[config.mk]
export PLATFORM = sky130hd
export DESIGN_NAME = ps2_key_decoder
export DESIGN_NICKNAME = d
export VERILOG_FILES = /design/src/rtl/ps2_pkg.sv /design/src/rtl/ps2_frame_rx.sv /design/src/rtl/ps2_key_decoder.sv
export SDC_FILE = /design/constraint.sdc
export NUM_CORES = 1
export LEC_CHECK = 0
export CAP_MARGIN = 20
export CORE_MARGIN = 3
export CORE_UTILIZATION = 53
export CTS_CLUSTER_DIAMETER = 40
export DETAILED_ROUTE_END_ITERATION = 12
export PLACE_DENSITY = 0.71
export RECOVER_POWER = 100
export SYNTH_ARGS = -nofsm -noshare
export SYNTH_HDL_FRONTEND = slang
export SYNTH_HIERARCHICAL = 1
export SYNTH_SLANG_ARGS = --single-unit
[constraint.sdc]
create_clock -name clk -period 3.45 [get_ports clk]
set_input_delay 0.345 -clock clk [delete_from_list [all_inputs] [get_ports clk]]
set_output_delay 0.345 -clock clk [all_outputs]
set_load 0.01 [all_outputs]
[src/rtl/ps2_pkg.sv]
// rtl/ps2_pkg.sv - shared types and constants for the PS/2 key decoder
package ps2_pkg;

    typedef enum logic [1:0] {
        ST_IDLE   = 2'd0,
        ST_DATA   = 2'd1,
        ST_PARITY = 2'd2,
        ST_STOP   = 2'd3
    } frame_state_t;

    localparam logic [7:0] PS2_BREAK = 8'hF0;
    localparam logic [7:0] PS2_EXT   = 8'hE0;

    typedef struct packed {
        logic [7:0] code;
        logic       brk;
        logic       ext;
    } ps2_event_t;

    function automatic logic is_prefix(input logic [7:0] b);
        return (b == PS2_BREAK) || (b == PS2_EXT);
    endfunction

endpackage

[src/rtl/ps2_frame_rx.sv]
// rtl/ps2_frame_rx.sv - pin conditioning, 11-bit frame FSM and inter-bit timeout
module ps2_frame_rx
    import ps2_pkg::*;
#(
    parameter int SYNC_STAGES    = 2,
    parameter int FILTER_LEN     = 4,
    parameter int TIMEOUT_CYCLES = 50000
) (
    input  logic       clk,
    input  logic       rst,
    input  logic       ps2_clk,
    input  logic       ps2_data,
    output logic [7:0] rx_byte,
    output logic       byte_valid,
    output logic       err,
    output logic       abort
);

    localparam int FW = $clog2(FILTER_LEN + 1);
    localparam int TW = $clog2(TIMEOUT_CYCLES + 1);
    localparam logic [FW-1:0] FLT_MAX = FW'(FILTER_LEN - 1);
    localparam logic [TW-1:0] TO_MAX  = TW'(TIMEOUT_CYCLES);

    logic [SYNC_STAGES-1:0] clk_sync;
    logic [SYNC_STAGES-1:0] data_sync;
    logic                   s_clk;
    logic                   s_data;
    logic [FW-1:0]          flt_cnt;
    logic                   flt_clk;
    logic                   strobe;
    logic                   sample;

    frame_state_t  state;
    logic [2:0]    bit_cnt;
    logic [7:0]    shreg;
    logic          par;
    logic [TW-1:0] to_cnt;

    assign s_clk  = clk_sync[SYNC_STAGES-1];
    assign s_data = data_sync[SYNC_STAGES-1];

    // Sync chains idle high so leaving reset never looks like a falling edge.
    always_ff @(posedge clk) begin
        if (rst) begin
            clk_sync  <= '1;
            data_sync <= '1;
        end else begin
            clk_sync  <= {clk_sync[SYNC_STAGES-2:0], ps2_clk};
            data_sync <= {data_sync[SYNC_STAGES-2:0], ps2_data};
        end
    end

    always_ff @(posedge clk) begin
        if (rst) begin
            flt_clk <= 1'b1;
            flt_cnt <= '0;
            strobe  <= 1'b0;
            sample  <= 1'b0;
        end else begin
            strobe <= 1'b0;
            if (s_clk == flt_clk) begin
                flt_cnt <= '0;
            end else if (flt_cnt == FLT_MAX) begin
                flt_clk <= s_clk;
                flt_cnt <= '0;
                strobe  <= ~s_clk;
                sample  <= s_data;
            end else begin
                flt_cnt <= flt_cnt + 1'b1;
            end
        end
    end

    always_ff @(posedge clk) begin
        if (rst) begin
            state      <= ST_IDLE;
            bit_cnt    <= '0;
            shreg      <= '0;
            par        <= 1'b0;
            to_cnt     <= '0;
            rx_byte    <= '0;
            byte_valid <= 1'b0;
            err        <= 1'b0;
            abort      <= 1'b0;
        end else begin
            byte_valid <= 1'b0;
            err        <= 1'b0;
            abort      <= 1'b0;

            if (state == ST_IDLE || strobe) begin
                to_cnt <= '0;
            end else if (to_cnt != TO_MAX) begin
                to_cnt <= to_cnt + 1'b1;
            end

            if (state != ST_IDLE && to_cnt == TO_MAX && !strobe) begin
                state <= ST_IDLE;
                err   <= 1'b1;
                abort <= 1'b1;
            end else if (strobe) begin
                case (state)
                    ST_IDLE: begin
                        if (!sample) begin
                            state   <= ST_DATA;
                            bit_cnt <= '0;
                        end else begin
                            err <= 1'b1;
                        end
                    end
                    ST_DATA: begin
                        shreg <= {sample, shreg[7:1]};
                        if (bit_cnt == 3'd7) begin
                            state <= ST_PARITY;
                        end else begin
                            bit_cnt <= bit_cnt + 1'b1;
                        end
                    end
                    ST_PARITY: begin
                        par   <= sample;
                        state <= ST_STOP;
                    end
                    ST_STOP: begin
                        state <= ST_IDLE;
                        if (sample && (^{shreg, par})) begin
                            rx_byte    <= shreg;
                            byte_valid <= 1'b1;
                        end else begin
                            err   <= 1'b1;
                            abort <= 1'b1;
                        end
                    end
                    default: state <= ST_IDLE;
                endcase
            end
        end
    end

endmodule

[src/rtl/ps2_key_decoder.sv]
// rtl/ps2_key_decoder.sv - PS/2 receiver top: prefix decoder and first-word fall-through event FIFO
module ps2_key_decoder
    import ps2_pkg::*;
#(
    parameter int SYNC_STAGES    = 2,
    parameter int FILTER_LEN     = 4,
    parameter int TIMEOUT_CYCLES = 50000,
    parameter int FIFO_DEPTH     = 4
) (
    input  logic       clk,
    input  logic       rst,
    input  logic       ps2_clk,
    input  logic       ps2_data,
    output logic       evt_valid,
    input  logic       evt_ready,
    output logic [7:0] evt_code,
    output logic       evt_break,
    output logic       evt_ext,
    output logic       frame_err,
    output logic       overflow
);

    localparam int AW = $clog2(FIFO_DEPTH);

    logic [7:0] rx_byte;
    logic       byte_valid;
    logic       rx_abort;

    logic       ext_pend;
    logic       brk_pend;

    ps2_event_t mem [FIFO_DEPTH];
    ps2_event_t head;
    logic [AW:0] wr_ptr;
    logic [AW:0] rd_ptr;
    logic        empty;
    logic        full;
    logic        push_req;
    logic        push_ok;
    logic        pop;

    ps2_frame_rx #(
        .SYNC_STAGES    (SYNC_STAGES),
        .FILTER_LEN     (FILTER_LEN),
        .TIMEOUT_CYCLES (TIMEOUT_CYCLES)
    ) u_rx (
        .clk        (clk),
        .rst        (rst),
        .ps2_clk    (ps2_clk),
        .ps2_data   (ps2_data),
        .rx_byte    (rx_byte),
        .byte_valid (byte_valid),
        .err        (frame_err),
        .abort      (rx_abort)
    );

    // Wrap bit differs with equal index bits means full.
    assign empty    = (wr_ptr == rd_ptr);
    assign full     = (wr_ptr[AW] != rd_ptr[AW]) && (wr_ptr[AW-1:0] == rd_ptr[AW-1:0]);
    assign push_req = byte_valid && !is_prefix(rx_byte);
    assign pop      = evt_valid && evt_ready;
    assign push_ok  = push_req && (!full || pop);

    assign head      = mem[rd_ptr[AW-1:0]];
    assign evt_valid = !empty;
    assign evt_code  = evt_valid ? head.code : 8'h00;
    assign evt_break = evt_valid & head.brk;
    assign evt_ext   = evt_valid & head.ext;

    always_ff @(posedge clk) begin
        if (push_ok) begin
            mem[wr_ptr[AW-1:0]] <= '{code: rx_byte, brk: brk_pend, ext: ext_pend};
        end
    end

    always_ff @(posedge clk) begin
        if (rst) begin
            wr_ptr   <= '0;
            rd_ptr   <= '0;
            overflow <= 1'b0;
            ext_pend <= 1'b0;
            brk_pend <= 1'b0;
        end else begin
            overflow <= push_req && full && !pop;
            if (push_ok) begin
                wr_ptr <= wr_ptr + 1'b1;
            end
            if (pop) begin
                rd_ptr <= rd_ptr + 1'b1;
            end

            // A corrupted or stalled frame may have been the byte a prefix applied to.
            if (rx_abort) begin
                ext_pend <= 1'b0;
                brk_pend <= 1'b0;
            end else if (byte_valid) begin
                if (rx_byte == PS2_EXT) begin
                    ext_pend <= 1'b1;
                end else if (rx_byte == PS2_BREAK) begin
                    brk_pend <= 1'b1;
                end else begin
                    ext_pend <= 1'b0;
                    brk_pend <= 1'b0;
                end
            end
        end
    end

endmodule

### Word level (Yosys, flattened, before mapping)

Memory sizes are Yosys's and may differ from the RTL's. A register that Yosys moved wholly into a read port is not among the register bits.
Index checks and enable logic that the tools add are counted.

| storage, ports and cells | value |
|---|---|
| register bits after elaboration | 60 |
| bits in writable memories | 40 |
| input bits | 5 |
| memories kept | 1 |

Memories:

| memory | words | width | read ports | clocked after Yosys merged registers in | write ports | line | source |
|---|---|---|---|---|---|---|---|
| mem | 4 | 10 | 1 | 1 | 1 | ps2_key_decoder.sv:32 | `ps2_event_t mem [FIFO_DEPTH];` |

| cells by class | value |
|---|---|
| $add $sub $neg | 5 |
| equal/unequal tests | 17 |
| multiplexer cells | 23 |
| bitwise operators | 9 |
| reductions and logical operators | 35 |

Operator list:

| kind | count |
|---|---|
| $add 16x1->16 const B | 1 |
| $eq 16x16->1 const B | 1 |
| $eq 8x8->1 const B | 2 |
| $ne 16x16->1 const B | 1 |
| $mux 1 | 13 |
| $add 3x1->3 const B | 4 |
| $logic_and 1x1->1 | 9 |
| $reduce_and 3->1 | 3 |
| $reduce_xor 9->1 | 1 |
| $mux 2 | 4 |
| $mux 8 | 1 |
| $pmux 2 s4 | 1 |
| $not 1->1 | 7 |
| $mux 3 | 2 |
| $ne 2x2->1 const B | 3 |
| $pmux 3 s2 | 1 |
| $reduce_and 2->1 | 3 |
| $reduce_or 2->1 | 3 |
| $reduce_or 3->1 | 2 |
| $logic_not 1->1 | 5 |
| $reduce_and 5->1 | 1 |
| $eq 2x2->1 const B | 2 |
| $reduce_and 4->1 | 1 |
| $reduce_bool 2->1 | 2 |
| other kinds (13) | 16 |

### Depth between registers and ports, before layout

Gate-level depths: netlist of run 1.

| depth | value |
|---|---|
| depth after elaboration | 7 |
| depth in mapped cells | 7 |
| gate-level depth less buffers | 7 |

### By module

Netlist of run 1, hierarchy kept.

By module, submodules not included:

| module | times used | cells an instance | area each (µm²) |
|---|---|---|---|
| ps2_frame_rx | 1 | 242 | 2232.1 |
| ps2_key_decoder | 1 | 121 | 2088.3 |

### Worst setup path before layout of run 1

No wires, ideal clock.

| timing path | value |
|---|---|
| path type | reg2reg |
| from | register wr_ptr[0] |
| to | register wr_ptr[2] |
| data arrival time | 1747 ps |
| data required time | 3329 ps |
| path slack | 1582 ps |
| stages on the path, launching flop included | 5 |
| buffers on the path | 0 |
| period minus slack after synthesis | 1868 ps |
| path through | dfxtp_1 xor2_1 nor4b_4 nor3b_2 mux2_4 |

| on the way | value |
|---|---|
| cells in the longest elaborated chain, start to end | 5 |
| elaborated cells between the ends (all ways) | 9 |
| those cells by class | 1 x add/sub; 2 x eq/ne; 6 x reduce/logical |

RTL lines:

| item | line | source |
|---|---|---|
| start: declaration | ps2_key_decoder.sv:34 | `logic [AW:0] wr_ptr;` |
| start signal: assignment | ps2_key_decoder.sv:86 | `wr_ptr <= wr_ptr + 1'b1;` |
| $eq 3x3->1 or $eq 2x2->1 (tied branches) | ps2_key_decoder.sv:58, ps2_key_decoder.sv:59 |  |
| $logic_not 1->1 or $logic_and 1x1->1 (tied branches) | ps2_key_decoder.sv:65, ps2_key_decoder.sv:59 |  |
| $logic_and 1x1->1 or $logic_not 1->1 (tied branches) | ps2_key_decoder.sv:61, ps2_key_decoder.sv:62 |  |
| $logic_or 1x1->1 | ps2_key_decoder.sv:62 | `assign push_ok = push_req && (!full \|\| pop);` |
| $logic_and 1x1->1 | ps2_key_decoder.sv:62 |  |

Parallel ways exist; a longest one is shown, timed or not.
A chain may end at the register's enable or synchronous reset.

==> flow_summary.html, run 1 <==
<table>
<tr><th>Metric</th><th>Value</th></tr>
<tr><th colspan="2">Synth</th></tr>
<tr><td>Asr flop ratio synth</td><td>0%</td></tr>
<tr><td>Total of flip-flops plus latches after synthesis</td><td>102</td></tr>
<tr><td>Post-synth EDFFs</td><td>40</td></tr>
<tr><td>YS warnings</td><td>6</td></tr>
<tr><td>Number of standard cells after synthesis</td><td>363</td></tr>
<tr><td>Top FF cell, synth</td><td>sky130_fd_sc_hd__dfxtp_1</td></tr>
<tr><td>Sequential-to-total area share from yosys stat</td><td>56.53%</td></tr>
<tr><td>Mapped Nets</td><td>383</td></tr>
<tr><td>Distinct cell type count of the synthesized netlist</td><td>47</td></tr>
<tr><td>Synth Area per Inst</td><td>11.90 um^2</td></tr>
<tr><td>Netlist area before placement</td><td>0.004320 mm^2</td></tr>
<tr><th colspan="2">Floorplan</th></tr>
<tr><td>I/O Pins</td><td>18</td></tr>
<tr><td>Die height</td><td>96.29 um</td></tr>
<tr><td>Die outline width</td><td>96.29 um</td></tr>
<tr><td>Die Area</td><td>0.009271 mm^2</td></tr>
<tr><td>Placement row count</td><td>32</td></tr>
<tr><td>Effective utilization at floorplan</td><td>55.34%</td></tr>
<tr><td>Core area</td><td>0.007807 mm^2</td></tr>
<tr><th colspan="2">Clock tree</th></tr>
<tr><td>Clock root buffer</td><td>sky130_fd_sc_hd__clkbuf_8</td></tr>
<tr><td>H-tree lvl count</td><td>3</td></tr>
<tr><td>Hold bufs inserted after CTS</td><td>0</td></tr>
<tr><td>Number of buffers inserted during clock tree synthesis</td><td>9</td></tr>
<tr><td>Largest buffer count on any clock path</td><td>2</td></tr>
<tr><td>Total number of clock tree sinks</td><td>102</td></tr>
<tr><td>Post_cts resized</td><td>0</td></tr>
<tr><td>Setup Fix Bufs, Post-CTS</td><td>0</td></tr>
<tr><td>Clock insertion delay at the later pin of the skew report</td><td>350 ps</td></tr>
<tr><td>CTS tree</td><td>done</td></tr>
<tr><td>Clock-pin slew on the worst setup and hold paths</td><td>90 ps</td></tr>
<tr><th colspan="2">GRT</th></tr>
<tr><td>Total congestion overflow</td><td>0</td></tr>
<tr><td>Initial antenna violation count</td><td>0</td></tr>
<tr><td>Vias in the first global route</td><td>2333</td></tr>
<tr><td>Global Route Usage Sum</td><td>14.86%</td></tr>
<tr><td>Wire length of the first global-routing pass</td><td>10740 um</td></tr>
<tr><td>Pin count of the biggest net entering global routing</td><td>45</td></tr>
<tr><th colspan="2">STA</th></tr>
<tr><td>Worst setup skew after layout</td><td>12.83 ps</td></tr>
<tr><td>Setup Viol. Count Final</td><td>0</td></tr>
<tr><td>Setup total negative slack</td><td>0 ps</td></tr>
<tr><td>RSZ-0062 raised after global routing</td><td>false</td></tr>
<tr><td>Maximum achievable frequency</td><td>363.5 MHz</td></tr>
<tr><td>Final Max Slew Viols</td><td>57</td></tr>
<tr><td>Final critical-path share of the clock period</td><td>79.74%</td></tr>
<tr><td>Final Hold Violating Endpoints</td><td>0</td></tr>
<tr><td>Relative slew margins</td><td>-18.08%</td></tr>
<tr><td>Worst-Margin Slew</td><td>1771 ps</td></tr>
<tr><td>Min Tclk post-route</td><td>2751 ps</td></tr>
<tr><th colspan="2">Place</th></tr>
<tr><td>DP Area</td><td>0.004576 mm^2</td></tr>
<tr><td>Quantity of I/O buffers inserted on ports</td><td>17</td></tr>
<tr><td>HPWL Detailed</td><td>4400 um</td></tr>
<tr><td>Final estimated routing congestion in global placement</td><td>0.7797</td></tr>
<tr><th colspan="2">Setup path</th></tr>
<tr><td>Endpoint class of the critical path</td><td>output pin</td></tr>
<tr><td>Worst Path Required</td><td>3110 ps</td></tr>
<tr><td>Kind of critical path</td><td>flop to output pin</td></tr>
<tr><td>Biggest fanout along the worst timing path</td><td>10</td></tr>
<tr><td>Launch point of the worst reg-to-reg path</td><td>wr_ptr[0]</td></tr>
<tr><td>Startpoint Class</td><td>flop</td></tr>
<tr><td>Critical Path AT</td><td>2410 ps</td></tr>
<tr><th colspan="2">Power and ir drop</th></tr>
<tr><td>P_sw</td><td>0.0004109 W</td></tr>
<tr><td>Worst IR Drop VDD</td><td>0.2442 mV</td></tr>
<tr><td>Share of power burned in the clock network</td><td>37.2%</td></tr>
<tr><td>Pwr Density</td><td>422.3 mW/mm^2</td></tr>
<tr><td>Tot Pwr</td><td>0.002005 W</td></tr>
<tr><td>Logic pwr share</td><td>0.8%</td></tr>
<tr><td>Leakage</td><td>1.705 nW</td></tr>
<tr><td>Proportion of power drawn by flip-flops and latches</td><td>62.0%</td></tr>
<tr><td>Total internal power</td><td>0.001594 W</td></tr>
<tr><td>Switching share of total power</td><td>20.50%</td></tr>
<tr><th colspan="2">Layout</th></tr>
<tr><td>Final design instance area without fill</td><td>0.004747 mm^2</td></tr>
<tr><td>Antenna diode count</td><td>0</td></tr>
<tr><td>Area taken by multi-input logic gates</td><td>0.001744 mm^2</td></tr>
<tr><td>Layout net count</td><td>398</td></tr>
<tr><td>Util after Layout</td><td>60.80%</td></tr>
<tr><td>Fraction of final layout cells with drive strength greater than 1</td><td>9.661%</td></tr>
<tr><td>Most frequent cells in the layout</td><td>sky130_fd_sc_hd__dfxtp_1, sky130_fd_sc_hd__nor2_1, sky130_fd_sc_hd__edfxtp_1, sky130_fd_sc_hd__a21oi_1</td></tr>
<tr><td>Filler cell count in the final layout</td><td>642</td></tr>
<tr><td>Most common library cell in the layout ignoring fill and taps</td><td>sky130_fd_sc_hd__dfxtp_1</td></tr>
<tr><td>Post-synthesis to final-layout area growth</td><td>9.875%</td></tr>
<tr><td>Sequential cell area</td><td>0.002442 mm^2</td></tr>
<tr><th colspan="2">Routing</th></tr>
<tr><td>1st-iter DRT viols</td><td>73</td></tr>
<tr><td>Detail Route Antenna Nets</td><td>0</td></tr>
<tr><td>Total DRC errors in the routed layout</td><td>0</td></tr>
<tr><td>Average detailed-routed wire length per instance</td><td>13.12 um</td></tr>
<tr><td>Via count</td><td>2587</td></tr>
<tr><td>Total Wirelength</td><td>6364 um</td></tr>
<tr><td>Drt pass-1 iters</td><td>4</td></tr>
<tr><td>Via count normalized by instance count</td><td>5.334</td></tr>
<tr><th colspan="2">Min path</th></tr>
<tr><td>HP Start</td><td>u_rx/data_sync[0]</td></tr>
<tr><td>Hold/Removal Path Class</td><td>flop to flop</td></tr>
<tr><th colspan="2">Job</th></tr>
<tr><td>Count of max-cap constraint violations</td><td>2</td></tr>
<tr><th colspan="2">Outcome</th></tr>
<tr><td>Status</td><td>finished, violations left</td></tr>
<tr><td>Failing checks</td><td>max-capacitance violations, max-slew violations</td></tr>
</table>
-- critical path, cell delays in order (launching register included) --
cell,delay [ps]
sky130_fd_sc_hd__dfxtp_1,740
sky130_fd_sc_hd__mux4_2,590
sky130_fd_sc_hd__nor2b_1,140
sky130_fd_sc_hd__dlygate4sd3_1,590
-- state kept, by name (all words and copies together) (netlist names), named ones only --
signal and flops:
u_rx/par 1, u_rx/shreg 8, rd_ptr 3, u_rx/to_cnt 16
u_rx/rx_byte 8, u_rx/flt_cnt 3, u_rx/abort 1, u_rx/flt_clk 1
u_rx/state 2, brk_pend 1, u_rx/byte_valid 1, u_rx/err 1
u_rx/sample 1, ext_pend 1, overflow 1, u_rx/data_sync 2
u_rx/clk_sync 2, mem 40, u_rx/strobe 1, wr_ptr 3
u_rx/bit_cnt 3
-- Yosys cell counts, types with 3 or more instances --
master	n	area share, %
sky130_fd_sc_hd__and2_1	5	0.72
sky130_fd_sc_hd__o21ai_0	3	0.35
sky130_fd_sc_hd__dfxtp_1	62	29
sky130_fd_sc_hd__nor4bb_1	3	0.70
sky130_fd_sc_hd__nor3b_1	4	0.70
sky130_fd_sc_hd__xnor2_1	7	1.4
sky130_fd_sc_hd__nor3_1	5	0.58
sky130_fd_sc_hd__clkbuf_1	14	1.2
sky130_fd_sc_hd__nand4b_1	3	0.61
sky130_fd_sc_hd__or2_2	6	0.87
sky130_fd_sc_hd__ha_1	15	4.3
sky130_fd_sc_hd__or3_1	4	0.58
sky130_fd_sc_hd__nor2_1	40	3.5
sky130_fd_sc_hd__inv_1	13	1.1
sky130_fd_sc_hd__nand2_1	19	1.7
sky130_fd_sc_hd__a21oi_1	20	2.3
sky130_fd_sc_hd__nand3_1	19	2.2
sky130_fd_sc_hd__nand4_1	5	0.72
sky130_fd_sc_hd__mux2i_1	11	2.5
sky130_fd_sc_hd__edfxtp_1	40	28
sky130_fd_sc_hd__mux4_2	10	5.2
sky130_fd_sc_hd__nor2b_1	13	1.9
sky130_fd_sc_hd__xor2_1	16	3.2
-- area by class of cell --
| class | count | area share [%] |
|---|---|---|
| timing repair buffer | 19 | 3.822 |
| clock buffer | 9 | 2.609 |
| clock inverter | 7 | 1.661 |
| tap | 102 | 2.688 |
| inverter | 13 | 1.028 |
| sequential | 102 | 51.45 |
| multi-input combinational | 233 | 36.74 |
-- per-layer routing --
layer | part of all wire (%) | wire length (um) | vias up | GRT usage (%)
met2 | 47 | 2970 | 34 | 23.75
met1 | 49 | 3097 | 1222 | 20.00
met3 | 2.8 | 177 | 12 | 2.424
met4 | 1.9 | 119 | 0 | 6.398
met5 | 0 | 0 | - | 0
li1 | - | - | 1319 | -
-- power groups by stage --
stage / Sequential (W) / Clock (W) / Combinational, W
floorplan: 0.00127 / 0 / 0.00000935
detailed placement: 0.00127 / 0 / 0.0000175
global route: 0.00124 / 0.000809 / 0.0000183
CTS: 0.00124 / 0.000769 / 0.0000175
finish: 0.00124 / 0.000745 / 0.0000162
global placement: 0.00127 / 0 / 0.0000173
-- worst paths after layout --
kind                        to  slack (ps)  cells after the start
max                evt_code[0]         700                      3
min          u_rx/data_sync[1]         420                      1
max reg2reg          wr_ptr[2]         870                      4
min reg2reg  u_rx/data_sync[1]         420                      1
-- per-stage QoR --
stage / instances / worst slack [ps] / hold WS [ps]
2_1_floorplan: 363 / 1582 / 389.5
3_3_place_gp: 469 / 1170 / 392.8
3_5_place_dp: 469 / 1165 / 395.2
4_1_cts: 485 / 776.0 / 418.8
5_1_grt: 485 / 521.0 / 436.5
6_report: 485 / 699.1 / 415.6
-- kinds of logic (layout without fill, tap and decap cells) --
family	Yosys count	in the layout	share of synthesized area (%)
AND/OR/NAND/NOR	137	137	17.06
flip-flops	102	102	56.53
AO/OA/AOI/OAI	32	32	4.866
buffers and inverters	28	48	2.462
XOR/XNOR	26	26	6.111
multiplexers	23	23	8.630
adder cells (fa/ha/maj)	15	15	4.344
No activity file was read; power rests on OpenSTA's default activity.
==> inputs of run 2 (changes only) <==
clock period = 2.6 ns   (was 3.45 ns; I/O delays follow)
==> run 2 against run 1 <==
The run now ends clean. Global-route usage is 0.87 points higher. Sequential cell count unchanged. Clock skew shrank 3.9 ps. Clock-buffer cell count is the same. Utilization is 0.54 points higher. Sequential share of layout area shrank 0.46 points. First-iteration DRC count up 45%. Critical path type unchanged.
==> flow_summary.html, run 2 (synthesis results as in run 1) <==
<table>
<tr><th>Metric</th><th>Value</th></tr>
<tr><th colspan="2">Routing</th></tr>
<tr><td>Via count</td><td>2590 (+0.12%)</td></tr>
<tr><td>Drt pass-1 iters</td><td>4 (unchanged)</td></tr>
<tr><td>Total Wirelength</td><td>6711 um (+5.5%)</td></tr>
<tr><td>1st-iter DRT viols</td><td>106 (+45%)</td></tr>
<tr><td>Met1 Wirelength</td><td>3205 um (+3.5%)</td></tr>
<tr><td>Met2 Wirelength</td><td>3230 um (+8.8%)</td></tr>
<tr><td>WL met3</td><td>187 um (+5.6%)</td></tr>
<tr><td>Detail Route Antenna Nets</td><td>0 (unchanged)</td></tr>
<tr><td>Via count normalized by instance count</td><td>5.318 (-0.30%)</td></tr>
<tr><td>Uppermost layer routed</td><td>met4</td></tr>
<tr><td>Total DRC errors in the routed layout</td><td>0 (unchanged)</td></tr>
<tr><td>Average detailed-routed wire length per instance</td><td>13.78 um (+5.0%)</td></tr>
<tr><th colspan="2">Clock tree</th></tr>
<tr><td>Clock insertion delay at the later pin of the skew report</td><td>360 ps (about the same)</td></tr>
<tr><td>Post_cts resized</td><td>0 (unchanged)</td></tr>
<tr><td>Setup Fix Bufs, Post-CTS</td><td>0 (unchanged)</td></tr>
<tr><td>Clock root buffer</td><td>sky130_fd_sc_hd__clkbuf_8</td></tr>
<tr><td>Total number of clock tree sinks</td><td>102 (unchanged)</td></tr>
<tr><td>Largest buffer count on any clock path</td><td>2 (unchanged)</td></tr>
<tr><td>Number of buffers inserted during clock tree synthesis</td><td>9 (unchanged)</td></tr>
<tr><td>CTS tree</td><td>done</td></tr>
<tr><td>Clock-pin slew on the worst setup and hold paths</td><td>100 ps (about the same)</td></tr>
<tr><td>Hold bufs inserted after CTS</td><td>0 (unchanged)</td></tr>
<tr><td>H-tree lvl count</td><td>3 (unchanged)</td></tr>
<tr><th colspan="2">STA</th></tr>
<tr><td>Worst-Margin Slew</td><td>924.6 ps (-846.7 ps)</td></tr>
<tr><td>Worst setup skew after layout</td><td>8.891 ps (-3.943 ps)</td></tr>
<tr><td>Min Tclk post-route</td><td>2430 ps</td></tr>
<tr><td>Setup total negative slack</td><td>0 ps (unchanged)</td></tr>
<tr><td>Relative slew margins</td><td>38.36% (+56 points)</td></tr>
<tr><td>Setup Viol. Count Final</td><td>0 (unchanged)</td></tr>
<tr><td>RSZ-0062 raised after global routing</td><td>false</td></tr>
<tr><td>Final Max Slew Viols</td><td>0 (-100%)</td></tr>
<tr><td>Final critical-path share of the clock period</td><td>93.44%</td></tr>
<tr><td>Setup WS post-layout</td><td>170.5 ps (-528.6 ps)</td></tr>
<tr><td>Final Hold Violating Endpoints</td><td>0 (unchanged)</td></tr>
<tr><td>Maximum achievable frequency</td><td>411.6 MHz</td></tr>
<tr><th colspan="2">GRT</th></tr>
<tr><td>Pin count of the biggest net entering global routing</td><td>23 (-49%)</td></tr>
<tr><td>Total congestion overflow</td><td>0 (unchanged)</td></tr>
<tr><td>Initial antenna violation count</td><td>0 (unchanged)</td></tr>
<tr><td>Vias in the first global route</td><td>2363 (+1.3%)</td></tr>
<tr><td>Wire length of the first global-routing pass</td><td>11090 um (+3.2%)</td></tr>
<tr><td>Global Route Usage Sum</td><td>15.73% (+0.87 points)</td></tr>
<tr><th colspan="2">Layout</th></tr>
<tr><td>Number of cells in the finished layout apart from fillers</td><td>487 (+0.41%)</td></tr>
<tr><td>Most frequent cells in the layout</td><td>sky130_fd_sc_hd__dfxtp_1, sky130_fd_sc_hd__nor2_1, sky130_fd_sc_hd__edfxtp_1, sky130_fd_sc_hd__a21oi_1</td></tr>
<tr><td>Area taken by multi-input logic gates</td><td>0.001749 mm^2 (+0.29%)</td></tr>
<tr><td>Post-synthesis to final-layout area growth</td><td>10.86%</td></tr>
<tr><td>Fraction of final layout cells with drive strength greater than 1</td><td>10.65% (+0.99 points)</td></tr>
<tr><td>Number of flip-flops in the largest register</td><td>40 (unchanged)</td></tr>
<tr><td>Util after Layout</td><td>61.35% (+0.54 points)</td></tr>
<tr><td>Layout net count</td><td>400 (+0.50%)</td></tr>
<tr><td>Sequential cell area</td><td>0.002442 mm^2 (unchanged)</td></tr>
<tr><td>Antenna diode count</td><td>0 (unchanged)</td></tr>
<tr><td>Filler cell count in the final layout</td><td>637 (-0.78%)</td></tr>
<tr><td>Most common library cell in the layout ignoring fill and taps</td><td>sky130_fd_sc_hd__dfxtp_1</td></tr>
<tr><th colspan="2">Floorplan</th></tr>
<tr><td>I/O Pins</td><td>18 (unchanged)</td></tr>
<tr><td>Die height</td><td>96.29 um (unchanged)</td></tr>
<tr><td>Die Area</td><td>0.009271 mm^2 (unchanged)</td></tr>
<tr><td>Die outline width</td><td>96.29 um (unchanged)</td></tr>
<tr><td>Placement row count</td><td>32 (unchanged)</td></tr>
<tr><td>Core area</td><td>0.007807 mm^2 (unchanged)</td></tr>
<tr><td>Effective utilization at floorplan</td><td>55.34% (unchanged)</td></tr>
<tr><th colspan="2">Setup path</th></tr>
<tr><td>Kind of critical path</td><td>flop to output pin</td></tr>
<tr><td>Worst Path Required</td><td>2340 ps (-770 ps)</td></tr>
<tr><td>Critical Path AT</td><td>2170 ps (-240 ps)</td></tr>
<tr><td>Critical R2R Capture</td><td>u_rx/rx_byte[0]</td></tr>
<tr><td>Launch point of the worst reg-to-reg path</td><td>u_rx/shreg[4]</td></tr>
<tr><td>Biggest fanout along the worst timing path</td><td>10 (unchanged)</td></tr>
<tr><td>Reg-to-reg setup timing slack</td><td>380 ps (-490 ps)</td></tr>
<tr><td>Endpoint class of the critical path</td><td>output pin</td></tr>
<tr><td>Startpoint Class</td><td>flop</td></tr>
<tr><td>FF-to-FF path depth</td><td>5 (+1)</td></tr>
<tr><th colspan="2">Min path</th></tr>
<tr><td>Hold/Removal Path Class</td><td>flop to flop</td></tr>
<tr><td>Hold path cells</td><td>1 (unchanged)</td></tr>
<tr><td>HP Start</td><td>u_rx/clk_sync[0]</td></tr>
<tr><td>Worst min-delay path endpoint</td><td>u_rx/clk_sync[1]</td></tr>
<tr><th colspan="2">Place</th></tr>
<tr><td>Number of instances in the placed design</td><td>471 (+0.43%)</td></tr>
<tr><td>Final estimated routing congestion in global placement</td><td>0.7808 (+0.14%)</td></tr>
<tr><td>Quantity of I/O buffers inserted on ports</td><td>17 (unchanged)</td></tr>
<tr><td>Setup WS pre-CTS</td><td>412.5 ps (-752.8 ps)</td></tr>
<tr><td>HPWL Detailed</td><td>4471 um (+1.6%)</td></tr>
<tr><th colspan="2">Job</th></tr>
<tr><td>Count of max-cap constraint violations</td><td>0 (-2)</td></tr>
<tr><th colspan="2">Outcome</th></tr>
<tr><td>Status</td><td>completed</td></tr>
<tr><th colspan="2">Power and ir drop</th></tr>
<tr><td>Leakage</td><td>1.722 nW (+1.0%)</td></tr>
<tr><td>Pwr Density</td><td>580.6 mW/mm^2 (+37%)</td></tr>
<tr><td>Worst IR Drop VDD</td><td>0.3082 mV (+26%)</td></tr>
</table>
==> run 2: cell types whose count changed in the layout (fill, tap and decap cells not counted), sizes merged <==
cell / delta
buf: +1
inv: -1
clkbuf: +1
bufinv: +1
==> run 2: final cells by class <==
class | count | share of cell area, %
Timing Repair Buffer | 21 | 4.023
Clock buffer | 9 | 2.586
Multi-Input combinational cell | 233 | 36.52
Sequential cell | 102 | 50.99
Clock inverter | 7 | 2.194
Inverter | 13 | 1.019
Tap cell | 102 | 2.665
==> run 2: how the worst max path moves through the flow <==
stage | end | slack (ps) | depth (start not counted)
5_1_grt | evt_code[7] | 60 | 5
3_3_place_gp | wr_ptr[2] | 470 | 4
4_1_cts | evt_code[3] | 160 | 5
6_report | evt_code[4] | 170 | 4
2_1_floorplan | wr_ptr[2] | 730 | 4
3_5_place_dp | wr_ptr[2] | 410 | 4
==> run 2: stage by stage <==
step / instance area, um^2 / hold slack [ps] / total power (W)
after CTS: 4820 / 417.3 / 0.002807
final: 4790 / 415.6 / 0.002781
after floorplan: 4320 / 337.5 / 0.001700
after global placement: 4591 / 391.9 / 0.001712
after detailed placement: 4591 / 393.2 / 0.001713
after global routing: 4790 / 441.3 / 0.002870
==> run 2: where the power goes <==
group / switching [W] / leakage [nW] / internal [W]
clock: 0.000552 / 0.112 / 0.000555
combinational: 0.0000137 / 0.725 / 0.00000905
sequential: 0.00000124 / 0.885 / 0.00165
==> run 2: worst max-delay path: stages (launching register included) <==
cell	delay, ps
sky130_fd_sc_hd__dfxtp_1	320
sky130_fd_sc_hd__buf_4	220
sky130_fd_sc_hd__mux4_2	530
sky130_fd_sc_hd__nor2b_1	140
sky130_fd_sc_hd__dlygate4sd3_1	590
==> run 2: metal layers <==
| metal | GRT usage (%) | vias up |
|---|---|---|
| met3 | 3.284 | 8 |
| li1 | - | 1320 |
| met1 | 20.61 | 1231 |
| met4 | 6.754 | 0 |
| met2 | 25.24 | 31 |
| met5 | 0 | - |
